## src/rtl/edge_chk_pkg.sv

```systemverilog
// rtl/edge_chk_pkg.sv - check modes and pass evaluation for the edge checker
package edge_chk_pkg;

  typedef enum logic [1:0] {
    CHK_RISE    = 2'd0,
    CHK_FELL    = 2'd1,
    CHK_STABLE  = 2'd2,
    CHK_CHANGED = 2'd3
  } chk_mode_e;

  function automatic logic chk_pass(input chk_mode_e mode, input logic prev, input logic cur);
    logic w_pass;
    case (mode)
      CHK_RISE:    w_pass = !prev && cur;
      CHK_FELL:    w_pass = prev && !cur;
      CHK_STABLE:  w_pass = (prev == cur);
      default:     w_pass = (prev != cur);
    endcase
    return w_pass;
  endfunction

endpackage

```

## src/rtl/edge_chk_lane.sv

```systemverilog
// rtl/edge_chk_lane.sv - one monitored channel: history, pulse, sticky flag, saturating count
module edge_chk_lane
  import edge_chk_pkg::*;
#(
  parameter int CNT_W = 8
) (
  input  logic             clk,
  input  logic             rst,
  input  logic             i_sample_en,
  input  logic             i_sig,
  input  logic [1:0]       i_mode,
  input  logic             i_chk_en,
  input  logic             i_clr,
  output logic             o_fail_now,
  output logic             o_fail_pulse,
  output logic             o_fail_sticky,
  output logic [CNT_W-1:0] o_fail_cnt
);

  logic             r_prev;
  logic             r_pulse;
  logic             r_sticky;
  logic [CNT_W-1:0] r_cnt;

  assign o_fail_now    = i_sample_en && i_chk_en && !chk_pass(chk_mode_e'(i_mode), r_prev, i_sig);
  assign o_fail_pulse  = r_pulse;
  assign o_fail_sticky = r_sticky;
  assign o_fail_cnt    = r_cnt;

  always_ff @(posedge clk) begin
    if (rst) begin
      r_prev   <= 1'b0;
      r_pulse  <= 1'b0;
      r_sticky <= 1'b0;
      r_cnt    <= '0;
    end else begin
      // History advances on every sample, even when the result is masked or cleared
      if (i_sample_en) r_prev <= i_sig;
      r_pulse <= o_fail_now && !i_clr;
      if (i_clr) begin
        r_sticky <= 1'b0;
        r_cnt    <= '0;
      end else if (o_fail_now) begin
        r_sticky <= 1'b1;
        if (r_cnt != {CNT_W{1'b1}}) r_cnt <= r_cnt + CNT_W'(1);
      end
    end
  end

endmodule

```

## config.mk

```make
export PLATFORM = sky130hd
export DESIGN_NAME = edge_chk_lane
export DESIGN_NICKNAME = d
export VERILOG_FILES = /design/src/rtl/edge_chk_pkg.sv /design/src/rtl/edge_chk_lane.sv
export SDC_FILE = /design/constraint.sdc
export NUM_CORES = 1
export LEC_CHECK = 0
export BUFFER_PORTS_ARGS = -buffer_cell sky130_fd_sc_hd__buf_2
export CAP_MARGIN = 20
export CORE_AREA = 8 8 45 47
export DETAILED_ROUTE_END_ITERATION = 8
export DIE_AREA = 0 0 53 55
export PLACE_DENSITY = 0.8
export SLEW_MARGIN = 10
export SYNTH_ARGS = -nofsm -noshare
export SYNTH_HDL_FRONTEND = slang
export SYNTH_SLANG_ARGS = --single-unit
```

## constraint.sdc

```tcl
create_clock -name clk -period 2.5 [get_ports clk]
set_input_delay 0.125 -clock clk [delete_from_list [all_inputs] [get_ports clk]]
set_output_delay 0.125 -clock clk [all_outputs]
set_load 0.02 [all_outputs]
```

==> qor.yml, run 1 <==
status: "completed"
power_mw: 0.337
cts_root_buf: "clkbuf_4"
drive_gt1_share_pct: 26.1
clk_pin_slew_ps: 70
grt_pass1_wl_um: 2350
grtUsageTotal_pct: 10.3
rows: 14
ios: 19
syn_to_final_growth_pct: 22.4
insertion_delay_ps: 260
place_ws_ps: 543
numClockSinks: 11
dp_cells: 100
synth_edf_count: 0
drt_pass1_iterations: 2
core_area_um2: 1380
post-route-util_pct: 50.8
placed_area_um2: 677
grt_max_degree: 17
syn_area_per_cell_um2: 8.45
ys_warn_count: 0
rsz0062_at_grt: "no"
async_flop_share_pct: 0
yosysTopAreaCellShare_pct: 38.3
grt_overflow_total: 0
relSlewSlack_pct: 69.8
finalWorstSetupSlack_ps: 525
grt_pass1_vias: 584
peakVddDrop_mv: 0.265
synth_ff_type: "dfxtp_1"
cts_hold_buf: 0
holdWs_ps: 37.4
fin_area_um2: 703
synth_area_leaders: "dfxtp_1 (38%), ha_1 (6.5%), nor2_1 (4.6%)"
drc: 0
required_ps: 2700
worst_setup_path_start_kind: "flip-flop"
final_cells: 104
hp-class: "in2reg"
htree_levels: 1
clock_skew_ps: 2.33
clockBufferDepth: 2
p_leak_nw: 0.306
post-route-min-period_ps: 1970
crit_fanout: 16
cp.arrival_ps: 2170
die_w_um: 53
numCtsBuffers: 3
worstSetupEndpointType: "flip-flop"
maxClockFrequency_mhz: 506
port_buffers: 18
gp_congestion: 0.788
dieArea_um2: 2920
hold_viol: 0
cts_tree: "done"
diodes: 0
synthesis.area_um2: 574
synth_cell_types: 28
fin_tns_setup_ps: 0
drt_first_iter_violations: 7
worstSetupPathType: "reg2reg"
antenna_found_initial: 0
final_max_slew_viol_count: 0
tightest_slew_ps: 453
setup_violations: 0
routedWlPerCell_um: 12.7
syn_inst: 68
synth.net_count: 79
ctsResizeCount: 0
via_count: 570
start_util_pct: 41.5
fin_crit_sh_pct: 79.0
drv_cap: 0
ys_ff_latch: 11
yosysTopAreaCell: "dfxtp_1"
ant_nets: 0
drt-total-wl_um: 1320
ys_seq_area_share_pct: 38.3
post_cts_buffers: 0
place_hpwl_um: 1030
nets: 100
die_h_um: 55
viasPerCell: 5.48
p_per_area_nw_per_um2: 479
## cells in the final DEF (no fill, tap or decap)
cell type	instances
nor2_1	7
nor3_1	1
inv_1	4
o31ai_1	1
nand4_1	4
dfxtp_1	11
o31a_1	1
and4_1	1
o311ai_0	2
nand3_1	5
clkbuf_4	3
o2111ai_1	1
o21a_1	1
ha_1	3
nand3b_1	1
or4_1	1
buf_2	18
nand2_1	3
clkbuf_1	1
xor2_1	1
a21oi_1	5
or3_1	3
mux2_4	1
and3_1	1
o41ai_1	1
or2_2	1
o22a_1	1
mux2i_1	1
o21ai_0	4
## critical path, stage by stage (launching register included)
cell and delay (ps):
dfxtp_1 350, inv_1 50, ha_1 170, mux2_4 260, o22a_1 370, or4_1 560
a21oi_1 150
## cell type report
cell class | instances | area [um2]
fill | 141 | 681
multi-input combinational | 51 | 332
sequential | 11 | 220
timing repair buffer | 18 | 90.1
clock buffer | 4 | 26.3
tap | 16 | 20.0
inverter | 4 | 15.0
## path summary, 6_finish.rpt
kind	startpoint	end	slack, ps	cells after the start
worst max-delay path	r_prev	o_fail_cnt[3]	530	6
worst min-delay path	rst	r_prev	40	2
worst max register to register	r_prev	o_fail_cnt[3]	530	6
worst min register to register	o_fail_sticky	o_fail_sticky	470	2
## layer usage
layer,GRT usage (%),vias up,wire length [um],part of all wire [%]
met5,0,-,0,0
met2,17.6,14,611,46
met3,4.81,4,114,8.6
li1,-,297,-,-
met1,10.9,255,578,44
met4,3.45,0,14,1.1
## sequential cells by signal, indices dropped and copies added (netlist names)
name,count
o_fail_sticky,1
o_fail_pulse,1
o_fail_cnt,8
r_prev,1
## Yosys cell counts, types with 2 or more instances
library cell	n
dfxtp_1	11
nand3_1	5
or3_1	3
nand4_1	4
a21oi_1	5
nor2_1	7
o21ai_0	4
o311ai_0	2
nand2_1	3
ha_1	3
inv_1	4
## kinds of logic after synthesis
logic type      Yosys count  synth area share [%]
mux                       2                  4.36
compound gates           17                  19.6
buf+inv                   6                  3.92
flops                    11                  38.3
fa+ha+maj                 3                  6.54
xor+xnor                  1                  1.53
simple gates             28                  25.7
## where the power goes
part	leakage, nW	switching [mW]	internal [mW]
clock network	0.0150	0.0587	0.0617
logic	0.202	0.0217	0.0156
registers	0.0889	0.00174	0.178
Power figures use the tool's default switching activity.
==> run 2, diff against run 1 <==
Settings changed: CORE_AREA 8 8 45 47 to not set, CORE_MARGIN set to 8, CORE_UTILIZATION set to 42, DIE_AREA 0 0 53 55 to not set, PLACE_DENSITY 0.8 to 0.81.
Clock period 2.5 ns to 1.8 ns, I/O delays scaled along.
==> qor.yml, run 2 (synthesized netlist as in run 1, its figures left out) <==
fin_tns_setup_ps: 0
clockBufferDepth: 2
maxClockFrequency_mhz: 585
cts_root_buf: "clkbuf_4"
setup_violations: 0
start_util_pct: 44.7
post-route-min-period_ps: 1710
port_buffers: 18
fin_crit_sh_pct: 94.9
grt_max_degree: 10
die_w_um: 53.0
tightest_slew_ps: 387
crit_chain: "inv_2 > ha_2 > mux2_4 > o22a_4 > buf_6 > or3_4 > a21oi_2"
viasPerCell: 5.77
hold_viol: 0
max_stage_delay_ps: 360
largest_register_ffs: 8
clock_skew_ps: 4.42
p_per_area_nw_per_um2: 627
clk_pin_slew_ps: 70
drt-total-wl_um: 1520
worstSetupEndpointType: "flip-flop"
final_common_cell: "buf_2"
crit_slowest_cell: "or3_4"
worst_setup_path_start_kind: "flip-flop"
relSlewSlack_pct: 74.1
insertion_delay_ps: 270
nets: 104
dieArea_um2: 2810
rrSetupSlack_ps: 90
syn_to_final_growth_pct: 35.3
required_ps: 2010
place_hpwl_um: 1100
finalWorstSetupSlack_ps: 91.6
worstSetupPathType: "reg2reg"
crit_fanout: 7
ios: 19
post-route-util_pct: 60.5
final_max_slew_viol_count: 0
drive_gt1_share_pct: 39.1
drt_first_iter_violations: 14
grtUsageTotal_pct: 11.5
grt_pass1_wl_um: 2530
via_count: 617
diodes: 0
routedWlPerCell_um: 14.2
layout_common_cells: "buf_2 (18), dfxtp_1 (10), nor2_1 (7)"
drv_cap: 0
numCtsBuffers: 3
hp-class: "in2reg"
antenna_found_initial: 0
drc: 0
p_leak_nw: 0.329
core_area_um2: 1280
cts_tree: "done"
peakVddDrop_mv: 0.385
rows: 13
htree_levels: 1
grt_overflow_total: 0
grt_pass1_vias: 598
place_ws_ps: -29.5
status: "completed"
numClockSinks: 11
rsz0062_at_grt: "no"
die_h_um: 53.0
gp_congestion: 0.856
drt_pass1_iterations: 4
seqCellArea_um2: 221
post_cts_buffers: 0
ant_nets: 0
multiInputGateArea_um2: 369
cp.arrival_ps: 1920
fillers: 118
==> run 2: path summary, 6_finish.rpt <==
check,endpoint,from,cells after the start
max,o_fail_cnt[6],r_prev,7
min,r_prev,i_sig,3
max reg2reg,o_fail_cnt[6],r_prev,7
min reg2reg,o_fail_sticky,o_fail_sticky,2
==> run 2: power by group <==
part / internal [mW] / switching, mW
Clock: 0.0860 / 0.0817
Sequential: 0.247 / 0.00282
Combinational: 0.0339 / 0.0358
==> run 2: what timing repair did <==
| action | 4_1_cts | 5_1_grt |
|---|---|---|
| cloned | 0 | 1 |
| setup endpoints to repair | 4 | 5 |
| resized for setup | 2 | 10 |
| hold buffers | 1 | 0 |
| pin swaps | 0 | 6 |
| endpoints found under the hold margin | 1 | 0 |
==> run 2: critical path, delay by kind of cell (launching register included) <==
family / cells / cell delay (ps)
AOI/OAI and AO/OA: 2 / 370
and+or+nand+nor: 1 / 360
DFF: 1 / 340
muxes: 1 / 260
buffers and inverters: 2 / 160
adders and majority gates: 1 / 150
==> run 2: through the flow <==
stage               power (mW)  cells  hold WS (ps)  instance area (um2)
finish                   0.487    107           130                  777
global route             0.517    107           145                  777
floorplan                0.288     68           162                  574
global placement         0.310    101           276                  691
CTS                      0.484    106           126                  737
detailed placement       0.312    101           286                  691
==> run 2: area by class of cell <==
class,count,area share [%]
multi-input cells,51,47.5
flip-flops and latches,11,28.5
repair buffers,22,16.3
clock buffers,4,3.38
well taps,15,2.42
inverters,4,1.93
==> run 2: routing by layer <==
layer / up-vias / global-route usage [%] / share of wire, % / wire (um)
met4: 0 / 6.90 / 1.9 / 29
met3: 2 / 3.08 / 5.5 / 84
li1: 305 / - / - / -
met5: - / 0 / 0 / 0
met1: 288 / 13.8 / 43 / 658
met2: 22 / 17.8 / 49 / 750
